<file path="src/rtl/bp_unit.sv">
// bp_unit: address breakpoints, N-instruction stepping and code-bus arbitration
//   between the target core and its code ROM, driven by visor register writes.
// Latency: match is combinational on tg_code_addr; state/halted/hit_idx register
//   one cycle after the qualifying edge. tg_code_in/tg_code_ready are combinational.
// Backpressure: while HALTED the target is stalled by holding tg_code_ready low,
//   unless the visor has taken the bus (divert), in which case force_ready drives it.
//
// Ports:
//   sysclk, sysreset (async, active-high)
//   rom_code_in/rom_code_ready       : ROM side of the code bus
//   tg_code_addr/tg_code_in/ready    : target side of the code bus
//   tg_debug_loading_exr/enable_exec : target pipeline status
//   divert/force_opcode/force_ready  : visor override of the code bus
//   bp_wr*                           : breakpoint table write port
//   step_load/step_count, resume     : run control
//   halted, hit_idx, exr_shadow, step_left, hit_count : status
// Optional feature macro: BP_HIT_COUNT_EN enables saturating per-breakpoint
//   hit counters; when undefined hit_count is tied to zero.
module bp_unit #(
  parameter int NUM_BP = 4,
  parameter int STEP_W = 8
) (
  input  logic                sysclk,
  input  logic                sysreset,
  input  logic [15:0]         rom_code_in,
  input  logic                rom_code_ready,
  input  logic [15:0]         tg_code_addr,
  output logic [15:0]         tg_code_in,
  output logic                tg_code_ready,
  input  logic                tg_debug_loading_exr,
  input  logic                tg_debug_enable_exec,
  input  logic                divert,
  input  logic [15:0]         force_opcode,
  input  logic                force_ready,
  input  logic                bp_wr,
  input  logic [3:0]          bp_wr_idx,
  input  logic [15:0]         bp_wr_addr,
  input  logic [15:0]         bp_wr_mask,
  input  logic                bp_wr_en,
  input  logic                step_load,
  input  logic [STEP_W-1:0]   step_count,
  input  logic                resume,
  output logic                halted,
  output logic [3:0]          hit_idx,
  output logic [15:0]         exr_shadow,
  output logic [STEP_W-1:0]   step_left,
  output logic [8*NUM_BP-1:0] hit_count
);

  typedef enum logic [1:0] {RUN, ARMED, HALTED} state_t;

  localparam logic [3:0] STEP_IDX = 4'(NUM_BP);

  state_t              state;
  logic [15:0]         bp_addr [NUM_BP];
  logic [15:0]         bp_mask [NUM_BP];
  logic [NUM_BP-1:0]   bp_en;
  logic [15:0]         skip_addr;
  logic                skip_valid;

  logic [NUM_BP-1:0]   match;
  logic                match_any;
  logic [3:0]          match_idx;
  logic                bp_wr_ok;
  logic                step_fire;

  // Lowest index wins: scan downwards so the last assignment is the lowest hit.
  always_comb begin
    match     = '0;
    match_any = 1'b0;
    match_idx = '0;
    for (int i = 0; i < NUM_BP; i++) begin
      match[i] = bp_en[i] && (((tg_code_addr ^ bp_addr[i]) & ~bp_mask[i]) == 16'h0000);
    end
    for (int i = NUM_BP - 1; i >= 0; i--) begin
      if (match[i]) begin
        match_any = 1'b1;
        match_idx = 4'(i);
      end
    end
    // Just resumed from this address: let the target leave without re-hitting.
    if (skip_valid && (tg_code_addr == skip_addr)) match_any = 1'b0;
  end

  assign bp_wr_ok = bp_wr && (bp_wr_idx < STEP_IDX);

  // Last step decrement; a simultaneous step_load takes precedence over it.
  assign step_fire = (state == RUN) && tg_debug_enable_exec && !step_load &&
                     (step_left == STEP_W'(1));

  assign tg_code_in    = divert ? force_opcode : rom_code_in;
  assign tg_code_ready = divert ? force_ready  : (rom_code_ready && (state != HALTED));

  always_ff @(posedge sysclk or posedge sysreset) begin
    if (sysreset) begin
      state      <= RUN;
      halted     <= 1'b0;
      hit_idx    <= '0;
      exr_shadow <= '0;
      step_left  <= '0;
      skip_addr  <= '0;
      skip_valid <= 1'b0;
      bp_en      <= '0;
      for (int i = 0; i < NUM_BP; i++) begin
        bp_addr[i] <= '0;
        bp_mask[i] <= '0;
      end
    end else begin
      if (tg_debug_loading_exr && !divert) exr_shadow <= rom_code_in;

      for (int i = 0; i < NUM_BP; i++) begin
        if (bp_wr && (bp_wr_idx == 4'(i))) begin
          bp_addr[i] <= bp_wr_addr;
          bp_mask[i] <= bp_wr_mask;
          bp_en[i]   <= bp_wr_en;
        end
      end

      if (step_load)
        step_left <= step_count;
      else if ((state == RUN) && tg_debug_enable_exec && (step_left != '0))
        step_left <= step_left - STEP_W'(1);

      if ((state == HALTED) && resume) begin
        skip_addr  <= tg_code_addr;
        skip_valid <= 1'b1;
      end else if (skip_valid && (tg_code_addr != skip_addr)) begin
        skip_valid <= 1'b0;
      end

      case (state)
        RUN: begin
          if (step_fire) begin
            state   <= HALTED;
            halted  <= 1'b1;
            hit_idx <= STEP_IDX;
          end else if (match_any) begin
            hit_idx <= match_idx;
            if (tg_debug_enable_exec) begin
              state  <= HALTED;
              halted <= 1'b1;
            end else begin
              // Wait for an ordinary cycle so the visor can refill EXR first.
              state <= ARMED;
            end
          end
        end
        ARMED: begin
          if (bp_wr_ok) begin
            state <= RUN;
          end else if (tg_debug_enable_exec) begin
            state  <= HALTED;
            halted <= 1'b1;
          end
        end
        HALTED: begin
          if (resume) begin
            state  <= RUN;
            halted <= 1'b0;
          end
        end
        default: begin
          state  <= RUN;
          halted <= 1'b0;
        end
      endcase
    end
  end

`ifdef BP_HIT_COUNT_EN
  logic [7:0] hit_cnt [NUM_BP];
  logic       halt_bp;
  logic [3:0] halt_bp_idx;

  // Entry to HALTED caused by a breakpoint (not by the step counter).
  always_comb begin
    halt_bp     = 1'b0;
    halt_bp_idx = '0;
    if ((state == RUN) && !step_fire && match_any && tg_debug_enable_exec) begin
      halt_bp     = 1'b1;
      halt_bp_idx = match_idx;
    end else if ((state == ARMED) && !bp_wr_ok && tg_debug_enable_exec) begin
      halt_bp     = 1'b1;
      halt_bp_idx = hit_idx;
    end
  end

  always_ff @(posedge sysclk or posedge sysreset) begin
    if (sysreset) begin
      for (int i = 0; i < NUM_BP; i++) hit_cnt[i] <= '0;
    end else begin
      for (int i = 0; i < NUM_BP; i++) begin
        if (bp_wr && (bp_wr_idx == 4'(i)))
          hit_cnt[i] <= '0;
        else if (halt_bp && (halt_bp_idx == 4'(i)) && (hit_cnt[i] != 8'hFF))
          hit_cnt[i] <= hit_cnt[i] + 8'd1;
      end
    end
  end

  always_comb begin
    for (int i = 0; i < NUM_BP; i++) hit_count[8*i +: 8] = hit_cnt[i];
  end
`else
  assign hit_count = '0;
`endif

endmodule

</file>
<file path="config.mk">
export PLATFORM = sky130hd
export DESIGN_NAME = bp_unit
export DESIGN_NICKNAME = d
export VERILOG_FILES = /design/src/rtl/bp_unit.sv
export SDC_FILE = /design/constraint.sdc
export NUM_CORES = 1
export LEC_CHECK = 0
export BUFFER_PORTS_ARGS = -buffer_cell sky130_fd_sc_hd__buf_4
export CAP_MARGIN = 20
export CORE_ASPECT_RATIO = 0.6
export CORE_MARGIN = 5
export CORE_UTILIZATION = 55
export DETAILED_ROUTE_END_ITERATION = 6
export GPL_TIMING_DRIVEN = 0
export MAX_ROUTING_LAYER = met4
export PLACE_DENSITY = 0.81
export SETUP_SLACK_MARGIN = 0.15
export SYNTH_ARGS = -nofsm -noshare
export SYNTH_HDL_FRONTEND = slang
export SYNTH_SLANG_ARGS = --single-unit
</file>
<file path="constraint.sdc">
create_clock -name sysclk -period 13.1 [get_ports sysclk]
set_input_delay 2.62 -clock sysclk [delete_from_list [all_inputs] [get_ports sysclk]]
set_output_delay 2.62 -clock sysclk [all_outputs]
set_load 0.05 [all_outputs]
</file>
After elaboration in Yosys (flattened, before gate mapping)
Index checks and enable logic that the tools add are counted.
- $add $sub $neg: 1
- magnitude comparators: 1
- eq/ne operators: 13
- mux-type cells: 30
- bitwise gates (word level): 12
- reductions and logical operators: 33
- operator list (kind ; count):
    $and 16x16->16 ; 4
    $logic_not 16->1 ; 4
    $not 16->16 ; 4
    $xor 16x16->16 ; 4
    $mux 4 ; 5
    $logic_and 1x1->1 ; 18
    $eq 16x16->1 ; 1
    $mux 16 ; 1
    $mux 8 ; 2
    $ne 16x16->1 ; 1
    $mux 2 ; 7
    $mux 1 ; 13
    $eq 4x2->1 const B ; 2
    $eq 8x1->1 const B ; 1
    $reduce_bool 8->1 ; 1
    $sub 8x1->8 const B ; 1
    $ne 2x2->1 const B ; 3
    $ne 3x3->1 const B ; 2
    $pmux 2 s3 ; 1
    $reduce_and 3->1 ; 2
    $reduce_bool 2->1 ; 3
    $eq 4x1->1 const B ; 1
    $logic_not 4->1 ; 1
    $lt 4x3->1 const B ; 1
    6 further kinds ; 7
- register bits after elaboration: 180
- bits of input ports: 103
- output and inout bits: 78

Logic depth before layout (Yosys ltp)
Gate-level depths: netlist (run 1).
- depth in word-level cells: 12
- gate-level depth with buffers: 8
- depth with buffers taken out: 8

Least setup slack after synthesis (run 1)
Ideal clock, no wire load.
- path kind: input to output
- start point: input divert
- end point: output tg_code_ready
- arrival time: 4.212 ns
- data required time: 10.480 ns
- path slack: 6.268 ns
- stages on the path: 3
- buffers on the path: 2
- cells stage by stage: clkbuf_1 buf_1 o21ai_0
- cells in the longest elaborated chain, start to end: 1
- RTL lines (item ; RTL line ; source):
    start, declared ; 32 ; input logic divert,
    $mux 1 ; 92 ; assign tg_code_ready = divert ? force_ready : (rom_code_ready && (state != HALTED));
    end, declared ; 29 ; output logic tg_code_ready,
Every way passes these cells.

Worst setup path in the final report (run 1)
- start point: input divert
- end point: output tg_code_in[9]
- cells in the longest elaborated chain, start to end: 1
- RTL lines (item ; RTL line ; source):
    $mux 16 ; 91 ; assign tg_code_in = divert ? force_opcode : rom_code_in;
    end, declared ; 28 ; output logic [15:0] tg_code_in,
Every way passes these cells.

==> metrics.log, run 1 <==
INFO  metric post-route-drc-count = 0
INFO  metric combPwrFrac = between 20% and 30%
INFO  metric achievable-frequency = approximately 0.15 GHz
INFO  metric crit_path_max_fanout = 10
INFO  metric largest_net_degree_at_the_start_of_global_routing = 111
INFO  metric yosys_warnings = 0
INFO  metric clock_insertion_delay_worst_skew = 430 ps
INFO  metric critical-path-top-delay-family = buffers and inverters
INFO  metric wl_per_cell = 20.9 µm
INFO  metric synth_enable_flop_cells = 0
INFO  metric grt_overflow = 0
INFO  metric drt_wl_total = 22100 µm
INFO  metric first_pass_iters = 7
INFO  metric grt_antenna_before_repair = 0
INFO  metric via_count_of_the_first_global_routing_pass = 6106
INFO  metric leading_cell_type_in_the_layout_fill_and_taps_excluded = mux2_2
INFO  metric final_cell_mix = 180 x mux2_2, 179 x dfrtp_1, 164 x buf_4
INFO  metric power.switching_fraction = a little under a third
INFO  metric layout_worst_path_cycle_share = 51.5%
INFO  metric htree_levels = 4
INFO  metric crit_path_cell_trace = clkbuf_1, buf_1, mux2_2, buf_4
INFO  metric global_route.usage.met2 = 38.5%
INFO  metric placement.io_buffers = 130
INFO  metric layout.filler_cells = 1077
INFO  metric cts_buffers = 17
INFO  metric synth_cell_types = 45
INFO  metric 1st_iter_drt_viols = 439
INFO  metric arrival = 4130 ps
INFO  metric final_count_of_negative_setup_slack_endpoints = 0
INFO  metric die_w = 171 µm
INFO  metric final_hold_viol_count = 0
INFO  metric groute.layer.met3.usage = 6.30%
INFO  metric groute.usage.overall = 25.7%
INFO  metric grt_use_met1 = 36.1%
INFO  metric clock_path_buffers = 2
INFO  metric floorplan.die_area = 0.0182 mm²
INFO  metric fin_tns_setup = 0 ps
INFO  metric top_level_ports = 181
INFO  metric max_cap_violations = 0
INFO  metric crit_path_end_kind = primary output
INFO  metric synth_cells = 658
INFO  metric grt.busiest_layer = met2
INFO  metric critPathMaxStageDelay = 500 ps
INFO  metric place.detailed.instances = 1024
INFO  metric synth.cell_area = 0.00856 mm²
INFO  metric slowest_stage = buf_1
INFO  metric resized_cells_post_cts = 0
INFO  metric final_max_slew_viol_count = 0
INFO  metric async_flop_share = 100%
INFO  metric cts_tree = yes
INFO  metric leakage = 4.78 nW
INFO  metric vdd.ir_drop.worst = 0.103 mV
INFO  metric synth.ff_latch_count = between 150 and 200
INFO  metric switching_power = 0.540 mW
INFO  metric cts_hold_repair.buffers = 0
INFO  metric syn2layout_area_growth = 23.4%
INFO  metric num_antenna_cells = 0
INFO  metric nets = 945
INFO  metric ys_seq_area_share = between 50% and 60%
INFO  metric gp_routability_congestion = 0.874
INFO  metric floorplan.core_area = 0.0153 mm²
INFO  metric cts-root-buf = clkbuf_16
INFO  metric drive_above_1_share = 47.7%
INFO  metric hold_class = reg -> reg
INFO  metric layout.cells.non_filler = 1056
INFO  metric seq_power_share = 43.4%
INFO  metric detail-route-antenna-nets = 0
INFO  metric status = finished clean
INFO  metric effective_utilization_at_floorplan = ~56%
INFO  metric rsz0062_at_grt = no
INFO  metric finalPower = 1.73 mW
INFO  metric post-route-min-period = 6750 ps
INFO  metric avgSynthCellArea = 13.0 µm²
INFO  metric crit_type = in -> out
INFO  metric pwr_density_cell = 164 mW/mm²
INFO  metric first_pass_grt_wire_length = ~35000 µm
INFO  metric most_frequently_used_flop_master_after_synthesis = dfrtp_1
INFO  metric rows = 35
INFO  metric worstPathBufferInverterCount = 3
INFO  metric vias_per_cell = roughly 5.5
INFO  metric vias = 5795
INFO  metric power.share.clock = 30.7%
INFO  metric post-cts-setup-buffer-count = 0
INFO  metric worst_clock_skew = 8.88 ps
INFO  metric power_report.internal_total = 1.19 mW
INFO  metric cp-start-kind = input pin
INFO  metric postLayoutCoreUtil = 69.1%
INFO  metric required = 10480 ps
INFO  metric slew_of_the_pin_with_the_lowest_slew_margin = about 900 ps
INFO  metric die-height = between 100 and 150 µm
INFO  metric clock-sinks = 179
INFO  metric clk_transition_reported_paths = 70 ps
INFO  metric slew_headroom = 38.1%
INFO  metric hpwl = ~17000 µm
==> worst register-to-register path, stage by stage (launching register included) <==
cell	delay, ps
dfrtp_1	320
clkbuf_1	270
nand2b_1	190
or2_2	110
clkbuf_1	560
buf_2	490
mux2_2	400
==> power groups by stage <==
stage | Clock (mW) | Combinational, mW | Sequential [mW]
global placement | 0 | 0.429 | 0.751
detailed placement | 0 | 0.444 | 0.761
CTS | 0.539 | 0.447 | 0.751
global route | 0.562 | 0.479 | 0.765
floorplan | 0 | 0.275 | 0.789
finish | 0.533 | 0.448 | 0.753
==> registers in the layout, indices dropped and copies added (netlist names), 2 cells and up <==
signal	count
bp_en	4
skip_addr	16
step_left	8
exr_shadow	16
state	2
bp_mask	64
hit_idx	3
bp_addr	64
==> stage by stage <==
stage	hold WS [ps]	setup slack [ps]	instance area (µm²)
finish	505	6350	10600
global route	519	6250	10600
CTS	507	6350	10600
detailed placement	491	6360	9940
global placement	478	3990	9910
floorplan	473	5620	8680
==> layout make-up <==
class                           instances  area, µm²  share of cell area, %
Buffer                                 69        437                   4.14
Clock buffer                           19        443                   4.19
Clock inverter                         13        173                   1.64
Inverter                                6       30.0                  0.284
Multi-Input combinational cell        436       3740                   35.4
Sequential cell                       179       4480                   42.4
Tap cell                              203        254                   2.41
Timing Repair Buffer                  131       1000                   9.50
==> Yosys cell counts (all sizes together), types with 6 or more instances <==
| cell type | instances | area [µm²] |
|---|---|---|
| mux2 | 180 | 2030 |
| dfrtp | 179 | 4480 |
| xnor2 | 78 | 683 |
| buf | 59 | 399 |
| o22ai | 29 | 181 |
| nand2 | 18 | 67.6 |
| o21ai | 16 | 80.1 |
| nor2 | 13 | 51.3 |
| clkbuf | 10 | 37.5 |
| xor2 | 9 | 78.8 |
| inv | 6 | 22.5 |
| nor3 | 6 | 30.0 |
==> worst paths after layout <==
kind | slack [ps] | cells after the start | end | startpoint
setup reg to reg | 10650 | 6 | skip_addr[8] | state[0]
hold reg to reg | 510 | 1 | bp_mask[52] | bp_mask[52]
setup / recovery | 6350 | 4 | tg_code_in[9] | divert
hold / removal | 510 | 1 | bp_mask[52] | bp_mask[52]
min in group asynchronous | 2230 | 2 | bp_addr[62] | sysreset
max in group asynchronous | 9970 | 3 | bp_mask[3] | sysreset
==> logic make-up (layout without fill, tap and decap cells) <==
family	after synthesis	count (layout)	synth area share [%]
XOR/XNOR	87	87	8.90
flip-flops	179	179	52.3
AO/OA/AOI/OAI	61	61	4.47
AND/OR/NAND/NOR	73	73	4.90
adder cells (fa/ha/maj)	2	2	0.292
other	1	33	0.0438
buffers and inverters	75	238	5.37
multiplexers	180	180	23.7
==> metal layers <==
| layer | wire [µm] | part of all wire, % |
|---|---|---|
| met5 | 0 | 0 |
| met1 | 10000 | 45 |
| met2 | 10200 | 46 |
| met3 | 1570 | 7.1 |
| met4 | 289 | 1.3 |
Note: power is estimated with default switching activity, not from simulation.
==> run 2: changes to the inputs <==
- ABC_AREA: unset -> 1
- CORE_UTILIZATION: 55 -> 50
- PLACE_DENSITY: 0.81 -> 0.78
- clock period: 13.1 -> 6.2 ns (I/O delays scaled with it)
==> run 2 against run 1 <==
Wire length rose by 25%. Flip-flop and latch count did not move. Clock-buffer cell count fell by 1. Highest routed layer unchanged. Register-to-register slack got worse by 6500 ps. Area after synthesis rose by 3.4%.
==> metrics.log, run 2 <==
INFO  metric layout.cell_area.non_filler = 0.0109 mm² (+3.6%)
INFO  metric rsz0062_at_grt = no
INFO  metric synthTopCellsByCount = 339 x nand2_1, 191 x o21ai_0, 179 x dfrtp_1, 122 x inv_1, 51 x nor2_1
INFO  metric min_path_cells = 2 (+1)
INFO  metric via_count_of_the_first_global_routing_pass = 7629 (+25%)
INFO  metric top_level_ports = 181 (unchanged)
INFO  metric yosys_warnings = 0 (unchanged)
INFO  metric cts_tree = yes
INFO  metric grt_overflow = 0 (unchanged)
INFO  metric drive_above_1_share = 19.6% (-28 points)
INFO  metric layout.cells.non_filler = 1561 (+48%)
INFO  metric cts_hold_repair.buffers = 0 (unchanged)
INFO  metric clock_insertion_delay_worst_skew = 440 ps (about the same)
INFO  metric layout_worst_path_cycle_share = 55.3%
INFO  metric vias_per_cell = 5.25 (-4.3%)
INFO  metric final_cell_mix = 339 x nand2_1, 191 x o21ai_0, 179 x dfrtp_1
INFO  metric die-height = 113 µm (+6.0%)
INFO  metric crit_path_max_fanout = 10 (unchanged)
INFO  metric nets = 1420 (+50%)
INFO  metric synth.cell_area = 0.00885 mm² (+3.4%)
INFO  metric largest_net_degree_at_the_start_of_global_routing = 44 (-60%)
INFO  metric max_cap_violations = 0 (unchanged)
INFO  metric fin_hold_ws = 480 ps (-25.6 ps)
INFO  metric hold_class = reg -> reg
INFO  metric netlist.area_leader.share = 50.6% (-1.7 points)
INFO  metric syn2layout_area_growth = 23.6%
INFO  metric slew_of_the_pin_with_the_lowest_slew_margin = 930 ps (+3.33 ps)
INFO  metric required = 4960 ps (-5520 ps)
INFO  metric ys_seq_area_share = 50.6% (-1.7 points)
INFO  metric multi_input_comb_area = 0.00351 mm² (-6.0%)
INFO  metric clock-sinks = 179 (unchanged)
INFO  metric first_pass_grt_wire_length = 42200 µm (+22%)
INFO  metric post-synth-top-area-cell = dfrtp_1
INFO  metric groute.usage.overall = 27.6% (+1.9 points)
INFO  metric rows = 37 (+5.7%)
INFO  metric layout.filler_cells = 1503 (+40%)
INFO  metric cts-root-buf = clkbuf_16
INFO  metric vdd.ir_drop.worst = 0.232 mV (+120%)
INFO  metric clock_path_buffers = 2 (unchanged)
INFO  metric finalPower = 3.55 mW (+100%)
INFO  metric layout_top_registers = bp_addr: 64 flops, bp_mask: 64 flops
INFO  metric crit_path_cell_trace = buf_4, clkbuf_1, nand2_1, o21ai_0, buf_4
INFO  metric detail-route-antenna-nets = 0 (unchanged)
INFO  metric synth_cells = 1121 (+70%)
INFO  metric wl_per_cell = 17.7 µm (-16%)
INFO  metric avgSynthCellArea = 7.90 µm² (-39%)
INFO  metric timing.final.ws_setup = 2770 ps (-3580 ps)
INFO  metric post-route-drc-count = 0 (unchanged)
INFO  metric cp-start-kind = input pin
INFO  metric hpwl = 20600 µm (+23%)
INFO  metric top_count_cell_post_synth = nand2_1
INFO  metric drt_wl_total = 27600 µm (+25%)
INFO  metric synth.ff_latch_count = 179 (unchanged)
INFO  metric status = finished clean
INFO  metric synth.top_cells.by_area = dfrtp_1 51%, nand2_1 14%, o21ai_0 11%
INFO  metric synth_cell_types = 40 (-11%)
INFO  metric critical-path-top-cell-by-count = buf_4
INFO  metric dp_worst_setup_slack = 2790 ps (-3570 ps)
INFO  metric effective_utilization_at_floorplan = 51.3% (-4.7 points)
INFO  metric final_max_slew_viol_count = 0 (unchanged)
INFO  metric 1st_iter_drt_viols = 792 (+80%)
INFO  metric slew_headroom = 38.0% (-0.088 points)
INFO  metric arrival = 2190 ps (-1940 ps)
INFO  metric floorplan.core_area = 0.0173 mm² (+13%)
INFO  metric gp_routability_congestion = 0.919 (+5.2%)
INFO  metric dpl-instance-area = 0.0104 mm² (+4.5%)
INFO  metric resized_cells_post_cts = 0 (unchanged)
INFO  metric crit_path_end_kind = primary output
INFO  metric postLayoutCoreUtil = 63.3% (-5.8 points)
INFO  metric slowest_stage = clkbuf_1
INFO  metric post-route-min-period = 3430 ps
INFO  metric post-cts-setup-buffer-count = 0 (unchanged)
INFO  metric layout.area.seq = 0.00448 mm² (unchanged)
INFO  metric worst_clock_skew = 9.56 ps (+0.686 ps)
INFO  metric htree_levels = 4 (unchanged)
INFO  metric floorplan.die_area = 0.0206 mm² (+13%)
INFO  metric cts_buffers = 17 (unchanged)
INFO  metric num_antenna_cells = 0 (unchanged)
INFO  metric crit_type = in -> out
INFO  metric most_frequently_used_flop_master_after_synthesis = dfrtp_1
INFO  metric timing.reg2reg.worst_path_depth = 8 (+2)
INFO  metric async_flop_share = 100% (unchanged)
INFO  metric clk_transition_reported_paths = 70 ps (about the same)
INFO  metric fin_tns_setup = 0 ps (unchanged)
INFO  metric final_hold_viol_count = 0 (unchanged)
INFO  metric die_w = 182 µm (+6.3%)
INFO  metric achievable-frequency = 0.292 GHz
INFO  metric first_pass_iters = 5 (-2)
INFO  metric critPathMaxStageDelay = 410 ps (-90 ps)
INFO  metric placement.io_buffers = 139 (+6.9%)
INFO  metric final_count_of_negative_setup_slack_endpoints = 0 (unchanged)
INFO  metric vias = 8196 (+41%)
INFO  metric place.detailed.instances = 1530 (+49%)
INFO  metric pwr_density_cell = 324 mW/mm² (+98%)
INFO  metric grt_antenna_before_repair = 0 (unchanged)
INFO  metric synth_enable_flop_cells = 0 (unchanged)
INFO  metric leakage = 5.65 nW (+18%)
INFO  metric leading_cell_type_in_the_layout_fill_and_taps_excluded = nand2_1
[run 2: changes by cell type in the layout (fill, tap and decap cells not counted), moves of 14 or more]
cell | before | now
clkbuf_1 | 11 | 29
nand3_1 | 5 | 33
a21oi_1 | 4 | 18
inv_2 | 0 | 16
nand2_1 | 18 | 339
o21ai_0 | 15 | 191
inv_1 | 5 | 121
xnor2_1 | 78 | 10
nand3b_1 | 3 | 17
o22ai_1 | 29 | 3
nor2_1 | 12 | 51
mux2_2 | 180 | 0
[run 2: per-layer routing]
layer  GRT usage [%]  up-vias  wire length, µm
met5               -        -                0
met4            5.75        0              411
met3            10.4       38             3300
met2            38.0      382            11600
met1            39.2     3902            12300
li1                -     3874                -
[run 2: path summary, 6_finish.rpt]
check	startpoint	endpoint	slack [ps]
max in group asynchronous	sysreset	bp_mask[50]	4260
hold reg to reg	bp_mask[8]	bp_mask[8]	480
hold / removal	bp_mask[8]	bp_mask[8]	480
min in group asynchronous	sysreset	bp_addr[59]	800
setup / recovery	divert	tg_code_in[13]	2770
setup reg to reg	step_left[0]	step_left[5]	4180
[run 2: cell families after synthesis]
kind of cell	Yosys count	share of synthesized area, %
simple gates	475	22.9
compound gates	232	13.6
buf+inv	217	11.0
flops	179	50.6
xor+xnor	15	1.48
fa+ha+maj	2	0.283
other cells	1	0.0424
[run 2: report_power, final]
group	internal [mW]	switching, mW	total, mW
registers	1.42	0.175	1.59
clock network	0.525	0.483	1.01
logic	0.345	0.600	0.945
total	2.29	1.26	3.55
[run 2: critical path, delay by kind of cell]
| kind | cells | cell delay [ps] |
|---|---|---|
| compound gates | 1 | 90 |
| buf+inv | 3 | 760 |
| simple gates | 1 | 90 |
[run 2: area by class of cell]
cell class	count	area share (%)
multi-input combinational	757	32.1
inverter	138	4.77
tap	234	2.68
sequential	179	41.0
clock buffer	18	4.02
clock inverter	13	0.961
timing repair buffer	143	10.3
buffer	79	4.20
==> run 3: changes to the inputs <==
- CORE_UTILIZATION: 50 -> 55
- PLACE_DENSITY: 0.78 -> 0.81
- clock period: 6.2 -> 3.2 ns (I/O delays scaled with it)
==> run 3 against run 2 <==
Cell count down 1.9%. Sequential power increased by 95%. Flip-flop and latch count is the same. Global-route usage rose by 3.0 points. Clock-buffer cell count grew 3. Total power rose by 99%. Critical path depth did not move. Highest routed layer unchanged.
==> metrics.log, run 3 (synthesis gave the netlist of run 2 again) <==
INFO  metric hpwl = 20800 µm (+0.68%)
INFO  metric via_count_of_the_first_global_routing_pass = 7813 (+2.4%)
INFO  metric post-route-min-period = 2230 ps
INFO  metric slew_headroom = 46.6% (+8.6 points)
INFO  metric first_pass_grt_wire_length = 42600 µm (+0.90%)
INFO  metric final_cell_mix = 339 x nand2_1, 191 x o21ai_0, 179 x dfrtp_1
INFO  metric cts_tree = yes
INFO  metric leading_cell_type_in_the_layout_fill_and_taps_excluded = nand2_1
INFO  metric fin_tns_setup = 0 ps (unchanged)
INFO  metric nets = 1421 (+0.070%)
INFO  metric layout_top_registers = bp_addr: 64 flops, bp_mask: 64 flops
INFO  metric cp-start-kind = input pin
INFO  metric grt_overflow = 0 (unchanged)
INFO  metric floorplan.core_area = 0.0155 mm² (-10%)
INFO  metric required = 2560 ps (-2400 ps)
INFO  metric timing.final.ws_setup = 968 ps (-1800 ps)
INFO  metric groute.usage.overall = 30.6% (+3.0 points)
INFO  metric worst_clock_skew = 9.29 ps (-0.268 ps)
INFO  metric first_pass_iters = 5 (unchanged)
INFO  metric hold_class = in -> async
INFO  metric crit_type = in -> out
INFO  metric final_max_slew_viol_count = 0 (unchanged)
INFO  metric clock_insertion_delay_worst_skew = 430 ps (about the same)
INFO  metric timing.reg2reg.worst_path_depth = 9 (+1)
INFO  metric global_route.usage.met2 = 43.1% (+5.1 points)
INFO  metric vias = 8277 (+0.99%)
INFO  metric effective_utilization_at_floorplan = 56.9% (+5.7 points)
INFO  metric die-height = 108 µm (-4.2%)
INFO  metric rr_startpoint = bp_addr[51]
INFO  metric post-route-drc-count = 0 (unchanged)
INFO  metric drive_above_1_share = 19.6% (-0.029 points)
INFO  metric leakage = 5.70 nW (+0.83%)
INFO  metric regToRegEndpoint = halted
INFO  metric place.detailed.instances = 1500 (-2.0%)
INFO  metric clock-sinks = 179 (unchanged)
INFO  metric status = finished clean
INFO  metric groute.layer.met3.usage = 12.6% (+2.2 points)
INFO  metric clk_transition_reported_paths = 70 ps (about the same)
INFO  metric worstSetupEndpoint = tg_code_in[5]
INFO  metric layout.cell_area.non_filler = 0.0110 mm² (+0.15%)
INFO  metric crit_path_end_kind = primary output
INFO  metric vias_per_cell = 5.40 (+2.9%)
INFO  metric pwr_density_cell = 643 mW/mm² (+98%)
INFO  metric postLayoutCoreUtil = 70.4% (+7.1 points)
INFO  metric largest_net_degree_at_the_start_of_global_routing = 43 (-2.3%)
INFO  metric dpl-instance-area = 0.0104 mm² (-0.18%)
INFO  metric fin_hold_ws = 263 ps (-217 ps)
INFO  metric drt_wl_total = 27800 µm (+0.87%)
INFO  metric slew_of_the_pin_with_the_lowest_slew_margin = 802 ps (-129 ps)
INFO  metric layout_worst_path_cycle_share = 69.7%
INFO  metric arrival = 1590 ps (-600 ps)
INFO  metric 1st_iter_drt_viols = 841 (+6.2%)
INFO  metric htree_levels = 4 (unchanged)
INFO  metric max_cap_violations = 0 (unchanged)
INFO  metric floorplan.die_area = 0.0188 mm² (-8.5%)
INFO  metric post-cts-setup-buffer-count = 0 (unchanged)
INFO  metric placement.io_buffers = 139 (unchanged)
INFO  metric num_antenna_cells = 0 (unchanged)
INFO  metric finalPower = 7.04 mW (+99%)
INFO  metric cts_hold_repair.buffers = 0 (unchanged)
INFO  metric rsz0062_at_grt = no
INFO  metric vdd.ir_drop.worst = 0.362 mV (+56%)
INFO  metric crit_start = divert
INFO  metric gp_routability_congestion = 0.965 (+5.0%)
INFO  metric grt_antenna_before_repair = 0 (unchanged)
INFO  metric r2r_setup_slk = 1300 ps (-2880 ps)
INFO  metric grt.busiest_layer = met2
INFO  metric cts_buffers = 17 (unchanged)
INFO  metric layout.cells.non_filler = 1532 (-1.9%)
INFO  metric clock_path_buffers = 2 (unchanged)
INFO  metric achievable-frequency = 0.448 GHz
INFO  metric die_w = 174 µm (-4.4%)
INFO  metric grt_use_met1 = 41.3% (+2.1 points)
INFO  metric rows = 35 (-5.4%)
INFO  metric crit_path_max_fanout = 10 (unchanged)
INFO  metric wl_per_cell = 18.1 µm (+2.8%)
INFO  metric cts-root-buf = clkbuf_16
INFO  metric dp_worst_setup_slack = 672 ps (-2120 ps)
INFO  metric detail-route-antenna-nets = 0 (unchanged)
INFO  metric top_level_ports = 181 (unchanged)
INFO  metric syn2layout_area_growth = 23.7%
INFO  metric final_count_of_negative_setup_slack_endpoints = 0 (unchanged)
INFO  metric final_hold_viol_count = 0 (unchanged)
INFO  metric resized_cells_post_cts = 0 (unchanged)
-- run 3: power breakdown --
group	leakage (nW)	switching (mW)	internal [mW]
Sequential	2.27	0.348	2.75
Clock	0.281	0.952	1.13
Combinational	3.15	1.19	0.671
-- run 3: layer usage --
metal / wire, µm / share of wire, %
met5: 0 / 0
met4: 448 / 1.6
met3: 3430 / 12
met2: 12100 / 44
met1: 11800 / 42
-- run 3: cell type report --
| class | instances | area (µm²) |
|---|---|---|
| Multi-Input combinational cell | 757 | 3510 |
| Buffer | 79 | 459 |
| Clock inverter | 11 | 119 |
| Fill cell | 1251 | 4590 |
| Clock buffer | 21 | 460 |
| Sequential cell | 179 | 4480 |
| Inverter | 138 | 522 |
| Tap cell | 203 | 254 |
| Timing Repair Buffer | 144 | 1140 |
-- run 3: critical path, cell delays in order --
cell	delay, ps
buf_4	120
clkbuf_1	370
nand2_1	80
o21ai_0	130
buf_4	250
-- run 3: worst min-delay path by stage --
| stage | from | to | slack [ps] | depth (start not counted) |
|---|---|---|---|---|
| final | sysreset | bp_mask[59] | 260 | 2 |
| after global routing | sysreset | bp_mask[59] | 310 | 2 |
| after CTS | sysreset | bp_mask[59] | 270 | 2 |
| after detailed placement | bp_mask[12] | bp_mask[12] | 460 | 2 |
| after global placement | bp_mask[8] | bp_mask[8] | 460 | 2 |
| after floorplan | bp_mask[11] | bp_mask[11] | 440 | 2 |
